===== config.mk =====
export PLATFORM = sky130hd
export DESIGN_NAME = qtable_update_ctrl
export DESIGN_NICKNAME = d
export VERILOG_FILES = /design/src/rtl/qtable_update_ctrl.sv
export SDC_FILE = /design/constraint.sdc
export NUM_CORES = 1
export LEC_CHECK = 0
export ABC_CLOCK_PERIOD_IN_PS = 7800
export BUFFER_PORTS_ARGS = -buffer_cell sky130_fd_sc_hd__buf_2
export CORE_MARGIN = 1.5
export CORE_UTILIZATION = 50
export CTS_CLUSTER_SIZE = 14
export DETAILED_ROUTE_END_ITERATION = 10
export HOLD_SLACK_MARGIN = 0.08
export MAX_ROUTING_LAYER = met4
export PLACE_DENSITY = 0.79
export RECOVER_POWER = 50
export REMOVE_ABC_BUFFERS = 1
export SLEW_MARGIN = 15
export SYNTH_ARGS = -nofsm -noshare
export SYNTH_HDL_FRONTEND = slang
export SYNTH_SLANG_ARGS = --single-unit

===== constraint.sdc =====
create_clock -name clk -period 7.8 [get_ports clk]
set_input_delay 0.78 -clock clk [delete_from_list [all_inputs] [get_ports clk]]
set_output_delay 0.78 -clock clk [all_outputs]
set_load 0.05 [all_outputs]

===== src/rtl/qtable_update_ctrl.sv =====
// qtable_update_ctrl: scans the neighbor Q-table and known-CH list per received packet and issues the single update/append write to each
module qtable_update_ctrl #(
  parameter int WORD_WIDTH    = 16,
  parameter int MAX_NEIGHBORS = 32,
  parameter int MAX_CH        = 8
) (
  input  logic                  clk,
  input  logic                  nrst,
  input  logic                  en,
  input  logic [WORD_WIDTH-1:0] fSourceID,
  input  logic [WORD_WIDTH-1:0] fClusterID,
  input  logic [WORD_WIDTH-1:0] fEnergyLeft,
  input  logic [WORD_WIDTH-1:0] fQValue,
  input  logic [2:0]            fPacketType,
  input  logic [WORD_WIDTH-1:0] mSourceID,
  input  logic [WORD_WIDTH-1:0] mKnownCH,
  output logic [WORD_WIDTH-1:0] neighborIndex,
  output logic [WORD_WIDTH-1:0] nodeID,
  output logic [WORD_WIDTH-1:0] nodeClusterID,
  output logic [WORD_WIDTH-1:0] nodeEnergy,
  output logic [WORD_WIDTH-1:0] nodeQValue,
  output logic                  nbr_wr_en,
  output logic [WORD_WIDTH-1:0] knownCHIndex,
  output logic [WORD_WIDTH-1:0] knownCH,
  output logic                  ch_wr_en,
  output logic [WORD_WIDTH-1:0] neighborCount,
  output logic [WORD_WIDTH-1:0] knownCHCount,
  output logic                  busy,
  output logic                  done,
  output logic                  nbr_full,
  output logic                  ch_full
);
  typedef enum logic [2:0] {IDLE, NB_RD, NB_CMP, NB_WR, CH_RD, CH_CMP, CH_WR, DONE} state_t;
  state_t state_q, state_d;
  logic [WORD_WIDTH-1:0] src_q, src_d, cid_q, cid_d, egy_q, egy_d, qv_q, qv_d;
  logic [2:0] typ_q, typ_d;
  logic [WORD_WIDTH-1:0] nidx_q, nidx_d, cidx_q, cidx_d, kch_q, kch_d, ncnt_q, ncnt_d, ccnt_q, ccnt_d;
  logic [WORD_WIDTH-1:0] nid_q, nid_d, ncid_q, ncid_d, negy_q, negy_d, nqv_q, nqv_d;
  logic app_q, app_d, nfull_q, nfull_d, cfull_q, cfull_d, to_nbwr, to_phase;
  always_comb begin
    state_d = state_q;
    src_d = src_q;
    cid_d = cid_q;
    egy_d = egy_q;
    qv_d = qv_q;
    typ_d = typ_q;
    nidx_d = nidx_q;
    cidx_d = cidx_q;
    kch_d = kch_q;
    ncnt_d = ncnt_q;
    ccnt_d = ccnt_q;
    nid_d = nid_q;
    ncid_d = ncid_q;
    negy_d = negy_q;
    nqv_d = nqv_q;
    app_d = app_q;
    nfull_d = nfull_q;
    cfull_d = cfull_q;
    to_nbwr = 1'b0;
    to_phase = 1'b0;
    case (state_q)
      IDLE: if (en) begin
        src_d = fSourceID;
        cid_d = fClusterID;
        egy_d = fEnergyLeft;
        qv_d = fQValue;
        typ_d = fPacketType;
        if (fPacketType != 3'd1 && fPacketType != 3'd2) state_d = DONE;
        else if (ncnt_q == '0) begin
          nidx_d = '0;
          app_d = 1'b1;
          to_nbwr = 1'b1;
        end else begin
          nidx_d = '0;
          state_d = NB_RD;
        end
      end
      NB_RD: state_d = NB_CMP;
      NB_CMP: if (mSourceID == src_q) begin
        app_d = 1'b0;
        to_nbwr = 1'b1;
      end else if (nidx_q + WORD_WIDTH'(1) < ncnt_q) begin
        nidx_d = nidx_q + WORD_WIDTH'(1);
        state_d = NB_RD;
      end else if (ncnt_q < WORD_WIDTH'(MAX_NEIGHBORS)) begin
        nidx_d = ncnt_q;
        app_d = 1'b1;
        to_nbwr = 1'b1;
      end else begin
        nfull_d = 1'b1;
        to_phase = 1'b1;
      end
      NB_WR: begin
        ncnt_d = app_q ? ncnt_q + WORD_WIDTH'(1) : ncnt_q;
        to_phase = 1'b1;
      end
      CH_RD: state_d = CH_CMP;
      CH_CMP: if (mKnownCH == src_q) state_d = DONE;
      else if (cidx_q + WORD_WIDTH'(1) < ccnt_q) begin
        cidx_d = cidx_q + WORD_WIDTH'(1);
        state_d = CH_RD;
      end else if (ccnt_q < WORD_WIDTH'(MAX_CH)) begin
        cidx_d = ccnt_q;
        kch_d = src_q;
        state_d = CH_WR;
      end else begin
        cfull_d = 1'b1;
        state_d = DONE;
      end
      CH_WR: begin
        ccnt_d = ccnt_q + WORD_WIDTH'(1);
        state_d = DONE;
      end
      default: state_d = IDLE;
    endcase
    if (to_nbwr) begin
      state_d = NB_WR;
      nid_d = src_d;
      ncid_d = cid_d;
      negy_d = egy_d;
      nqv_d = qv_d;
    end
    if (to_phase) begin
      if (typ_q == 3'd2) begin
        cidx_d = '0;
        if (ccnt_q == '0) begin
          kch_d = src_q;
          state_d = CH_WR;
        end else state_d = CH_RD;
      end else state_d = DONE;
    end
  end
  always_ff @(posedge clk or negedge nrst)
    if (!nrst) begin
      state_q <= IDLE;
      src_q <= '0;
      cid_q <= '0;
      egy_q <= '0;
      qv_q <= '0;
      typ_q <= '0;
      nidx_q <= '0;
      cidx_q <= '0;
      kch_q <= '0;
      ncnt_q <= '0;
      ccnt_q <= '0;
      nid_q <= '0;
      ncid_q <= '0;
      negy_q <= '0;
      nqv_q <= '0;
      app_q <= 1'b0;
      nfull_q <= 1'b0;
      cfull_q <= 1'b0;
    end else begin
      state_q <= state_d;
      src_q <= src_d;
      cid_q <= cid_d;
      egy_q <= egy_d;
      qv_q <= qv_d;
      typ_q <= typ_d;
      nidx_q <= nidx_d;
      cidx_q <= cidx_d;
      kch_q <= kch_d;
      ncnt_q <= ncnt_d;
      ccnt_q <= ccnt_d;
      nid_q <= nid_d;
      ncid_q <= ncid_d;
      negy_q <= negy_d;
      nqv_q <= nqv_d;
      app_q <= app_d;
      nfull_q <= nfull_d;
      cfull_q <= cfull_d;
    end
  assign neighborIndex = nidx_q;
  assign nodeID = nid_q;
  assign nodeClusterID = ncid_q;
  assign nodeEnergy = negy_q;
  assign nodeQValue = nqv_q;
  assign nbr_wr_en = state_q == NB_WR;
  assign knownCHIndex = cidx_q;
  assign knownCH = kch_q;
  assign ch_wr_en = state_q == CH_WR;
  assign neighborCount = ncnt_q;
  assign knownCHCount = ccnt_q;
  assign busy = state_q != IDLE && state_q != DONE;
  assign done = state_q == DONE;
  assign nbr_full = nfull_q;
  assign ch_full = cfull_q;
endmodule


==> summary.txt <==
Status
  – Status: finished with violations
  – Failing checks: max-capacitance violations, max-slew violations

CTS
  – H-tree level count: 1
  – Post-CTS Setup Bufs: 0
  – Longest Clk Path Bufs: 3
  – Clk slew on worst S/H paths: 0.06 ns
  – CTS buffer count: 23
  – CTS Hold Bufs: 0
  – Worst skew pair latency: 0.51 ns
  – Clk sinks: 217
  – Root Buffer: clkbuf_16
  – CTS tree: yes
  – CTS resizes: 0

Worst setup path
  – Crit path largest cell delay: 0.77 ns
  – Kind of critical path: register to register
  – CP delay by family, top: simple AND/OR/NAND/NOR gates
  – Crit path max fanout: 64
  – R2R cell count: 14
  – Crit path cell chain: ha_1 -> nand3_1 -> nor4_1 -> nand3_1 -> xnor2_1 -> ha_1 -> nand4_1 -> nor4_1 -> a221oi_2 -> nand2_2 -> a21boi_1 -> o21ai_4 -> buf_4 -> mux2_2
  – CP required: 8.19 ns
  – WP buf/inv: 1
  – CP Launch Point: neighborIndex[0]$_DFFE_PN0P_
  – CP max-delay cell: nor4_1
  – Crit path DAT: 5.68 ns
  – RR Endpoint: nodeID[0]$_DFFE_PN0P_
  – Crit end category: register
  – Startpoint type of the worst setup path: register
  – Reg2reg setup slack: 2.51 ns
  – R2R Path Start: neighborIndex[0]$_DFFE_PN0P_

Final layout
  – Post-Layout Cell Count: 1,450
  – Multi-input logic area: 4946 µm²
  – Most frequent cells in the layout: dfrtp_1, buf_2, mux2_2, clkbuf_1, xnor2_1
  – Most common cell after layout, fill and taps aside: dfrtp_1
  – Area delta synth->final: 21.28%
  – Number of fill cells: 1,709
  – Share of layout cells above drive strength 1: 33.50%
  – Reg area: 5430 µm²
  – Post-layout nets: 1,292

Power and ir drop
  – Lkg Pwr: 5.975 nW
  – VDD IR max: 0.0003707 V
  – Cell area power density: 438.4 nW/µm²

Synthesis
  – Synthesized area: 10,680 µm²
  – Post-synthesis mux area share: 16.37%
  – Main synth FF type: dfrtp_1
  – Complex-gate fraction of the synthesized area: 7.581%
  – Async set-reset flop share out of synthesis: 100.0%
  – Synth unique cells: 61
  – Register area share after synthesis: 50.86%
  – Post-Synthesis Cells: 904
  – Largest family of logic cells by synthesized area: multiplexers
  – Adder-cell area share of the yosys netlist: 4.218%
  – Synth warnings: 0
  – Simple-Gate Fraction of Synth Area: 11.06%
  – Post-synthesis xor/xnor area fraction: 6.972%
  – Yosys reg bits: 217
  – Syn Area/Cell: 11.81 µm²
  – EDFF count, synth: 0

Timing
  – Slew Viols, Final: 222
  – Final worst slack: 2.506 ns
  – Max Clock Freq: 188.9 MHz
  – Hold Fails Final Rpt: 0
  – # setup viols final: 0
  – Final Critical Period: 5.294 ns
  – Hold WS: 0.4849 ns
  – Slew headroom: -129.7%
  – Final setup TNS: 0 ns
  – Worst Max-Slew Pin Slew: 3.445 ns
  – Setup Skew: 0.02170 ns
  – Final worst-path cycle share: 67.87%
  – RSZ-0062 raised after global routing: no

Placed design
  – Gpl congestion: 0.9085
  – DP Wirelength: 19,310 µm
  – PortBufs: 251
  – Pre-CTS WS: 2.607 ns
  – Placed insts: 1,404

Floorplanning
  – Num rows: 53
  – Die Span X: 149.1 µm
  – Area of the die: 22,240 µm²
  – Die height: 149.1 µm
  – Core area: 20,960 µm²
  – Initial core utilization: 50.96%
  – IO Pins: 252

Routing
  – DR DRC count: 0
  – Total iterations of the first detailed-routing run: 4
  – Post-route antenna net violation count: 0
  – Final WL: 26,550 µm
  – WL per Instance: 18.31 µm
  – Routed vias/inst: 5.426
  – Routed vias: 7,868
  – Initial drt markers: 360

Global route
  – First-pass GRT wire length: 42,730 µm
  – Total GRT Usage: 25.00%
  – Vias in the first global route: 8,220
  – Grt ovf: 0
  – Largest net degree at the start of global routing: 81
  – Initial antenna violation count: 3

Worst hold path
  – HP Class: register to register
  – Hold depth: 2
  – Hold wc startpoint: ch_full$_DFFE_PN0P_
  – Hold EP: ch_full$_DFFE_PN0P_

Run
  – Max-Cap Viols: 3
logic make-up (layout without fill, tap and decap cells):
group                      Yosys count  in the layout
AOI/OAI and AO/OA                  116            116
xor gates and xnor gates            85             85
adders and majority gates           36             36
buffers and inverters               72            338
DFF                                217            217
muxes                              152            152
other                                0              5
and+or+nand+nor                    226            226
synthesized netlist by cell type (2+ instances only):
master | count | area (µm²)
nor2_1 | 41 | 153.9
and4_1 | 3 | 26.28
a221oi_2 | 2 | 30.03
nor4_2 | 2 | 25.02
nand2b_1 | 5 | 31.28
or2_2 | 4 | 25.02
o2bb2ai_1 | 13 | 113.9
nor2b_1 | 5 | 31.28
a21oi_1 | 30 | 150.1
o21a_1 | 5 | 37.54
o21ai_1 | 3 | 15.01
buf_4 | 6 | 45.04
a32o_1 | 2 | 20.02
nor3_1 | 15 | 75.07
o21ai_0 | 30 | 150.1
nand4_1 | 17 | 106.4
nand3_1 | 33 | 165.2
buf_2 | 11 | 55.05
ha_1 | 36 | 450.4
a211oi_1 | 5 | 37.54
nand2_1 | 45 | 168.9
xor2_1 | 28 | 245.2
a21o_1 | 2 | 15.01
a22oi_1 | 6 | 45.04
clkbuf_1 | 14 | 52.55
xnor2_1 | 57 | 499.2
and3_1 | 12 | 75.07
nor3b_1 | 9 | 67.56
mux2_2 | 132 | 1486
dfrtp_1 | 217 | 5430
or3_1 | 2 | 12.51
mux2_4 | 10 | 150.1
mux2_1 | 9 | 101.4
nor4_1 | 17 | 106.4
and2_1 | 10 | 62.56
inv_1 | 40 | 150.1
nor4b_1 | 2 | 17.52
power breakdown:
group	internal, mW	leakage (nW)	total [mW]	switching (mW)
Clock	0.764	0.419	1.21	0.450
Combinational	0.849	2.81	2.60	1.76
Sequential	1.55	2.74	1.86	0.309
flip-flops by register name (all words and copies together), names as in the netlist:
| register | flops |
|---|---|
| cid_q | 16 |
| egy_q | 16 |
| knownCHCount | 16 |
| knownCHIndex | 16 |
| knownCH | 16 |
| neighborCount | 16 |
| neighborIndex | 16 |
| nodeClusterID | 16 |
| nodeEnergy | 16 |
| nodeID | 16 |
| nodeQValue | 16 |
| qv_q | 16 |
| src_q | 16 |
| state_q | 3 |
| typ_q | 3 |
| app_q | 1 |
| ch_full | 1 |
| nbr_full | 1 |
worst reg2reg max path: cells and delay by family, from the launching register on:
family                   cells  cell delay (ns)
adder cells (fa/ha/maj)      2             0.52
flip-flops                   1             0.43
AO/OA/AOI/OAI                3             0.50
XOR/XNOR                     1             0.19
buffers and inverters        1             0.70
AND/OR/NAND/NOR              6             2.32
multiplexers                 1             0.50
per-layer routing:
metal	share of wire (%)	GRT usage (%)	vias to the layer above
met5	0	-	-
met4	1.9	5.792	0
met3	7.7	6.697	41
met2	49	41.64	251
met1	41	30.37	3857
li1	-	-	3719
through the flow:
| step | area (µm²) | power (mW) | util (%) |
|---|---|---|---|
| 6_report | 12950 | 5.677 | 61.80 |
| 4_1_cts | 13030 | 5.758 | 62.18 |
| 5_1_grt | 12940 | 5.979 | 61.77 |
| 3_5_place_dp | 12180 | 4.524 | 58.11 |
| 2_1_floorplan | 10510 | 3.818 | - |
| 3_3_place_gp | 12180 | 4.433 | 58.11 |
worst max path at each step:
stage / cells past startpoint / endpoint
6_report: 14 / nodeID[0]$_DFFE_PN0P_
5_1_grt: 2 / knownCH[7]$_DFF_PN0_
4_1_cts: 14 / nodeID[0]$_DFFE_PN0P_
3_5_place_dp: 14 / nodeID[0]$_DFFE_PN0P_
3_3_place_gp: 14 / nodeID[6]$_DFFE_PN0P_
2_1_floorplan: 13 / nodeClusterID[0]$_DFFE_PN0P_
cell type report:
class | instances | area share (%)
Antenna cell | 5 | 0.09662
Multi-Input combinational cell | 615 | 38.19
Clock inverter | 11 | 1.469
Inverter | 40 | 1.159
Tap cell | 275 | 2.657
Timing Repair Buffer | 257 | 9.382
Sequential cell | 217 | 41.93
Clock buffer | 30 | 5.111
No activity file was read; power rests on OpenSTA's default activity.
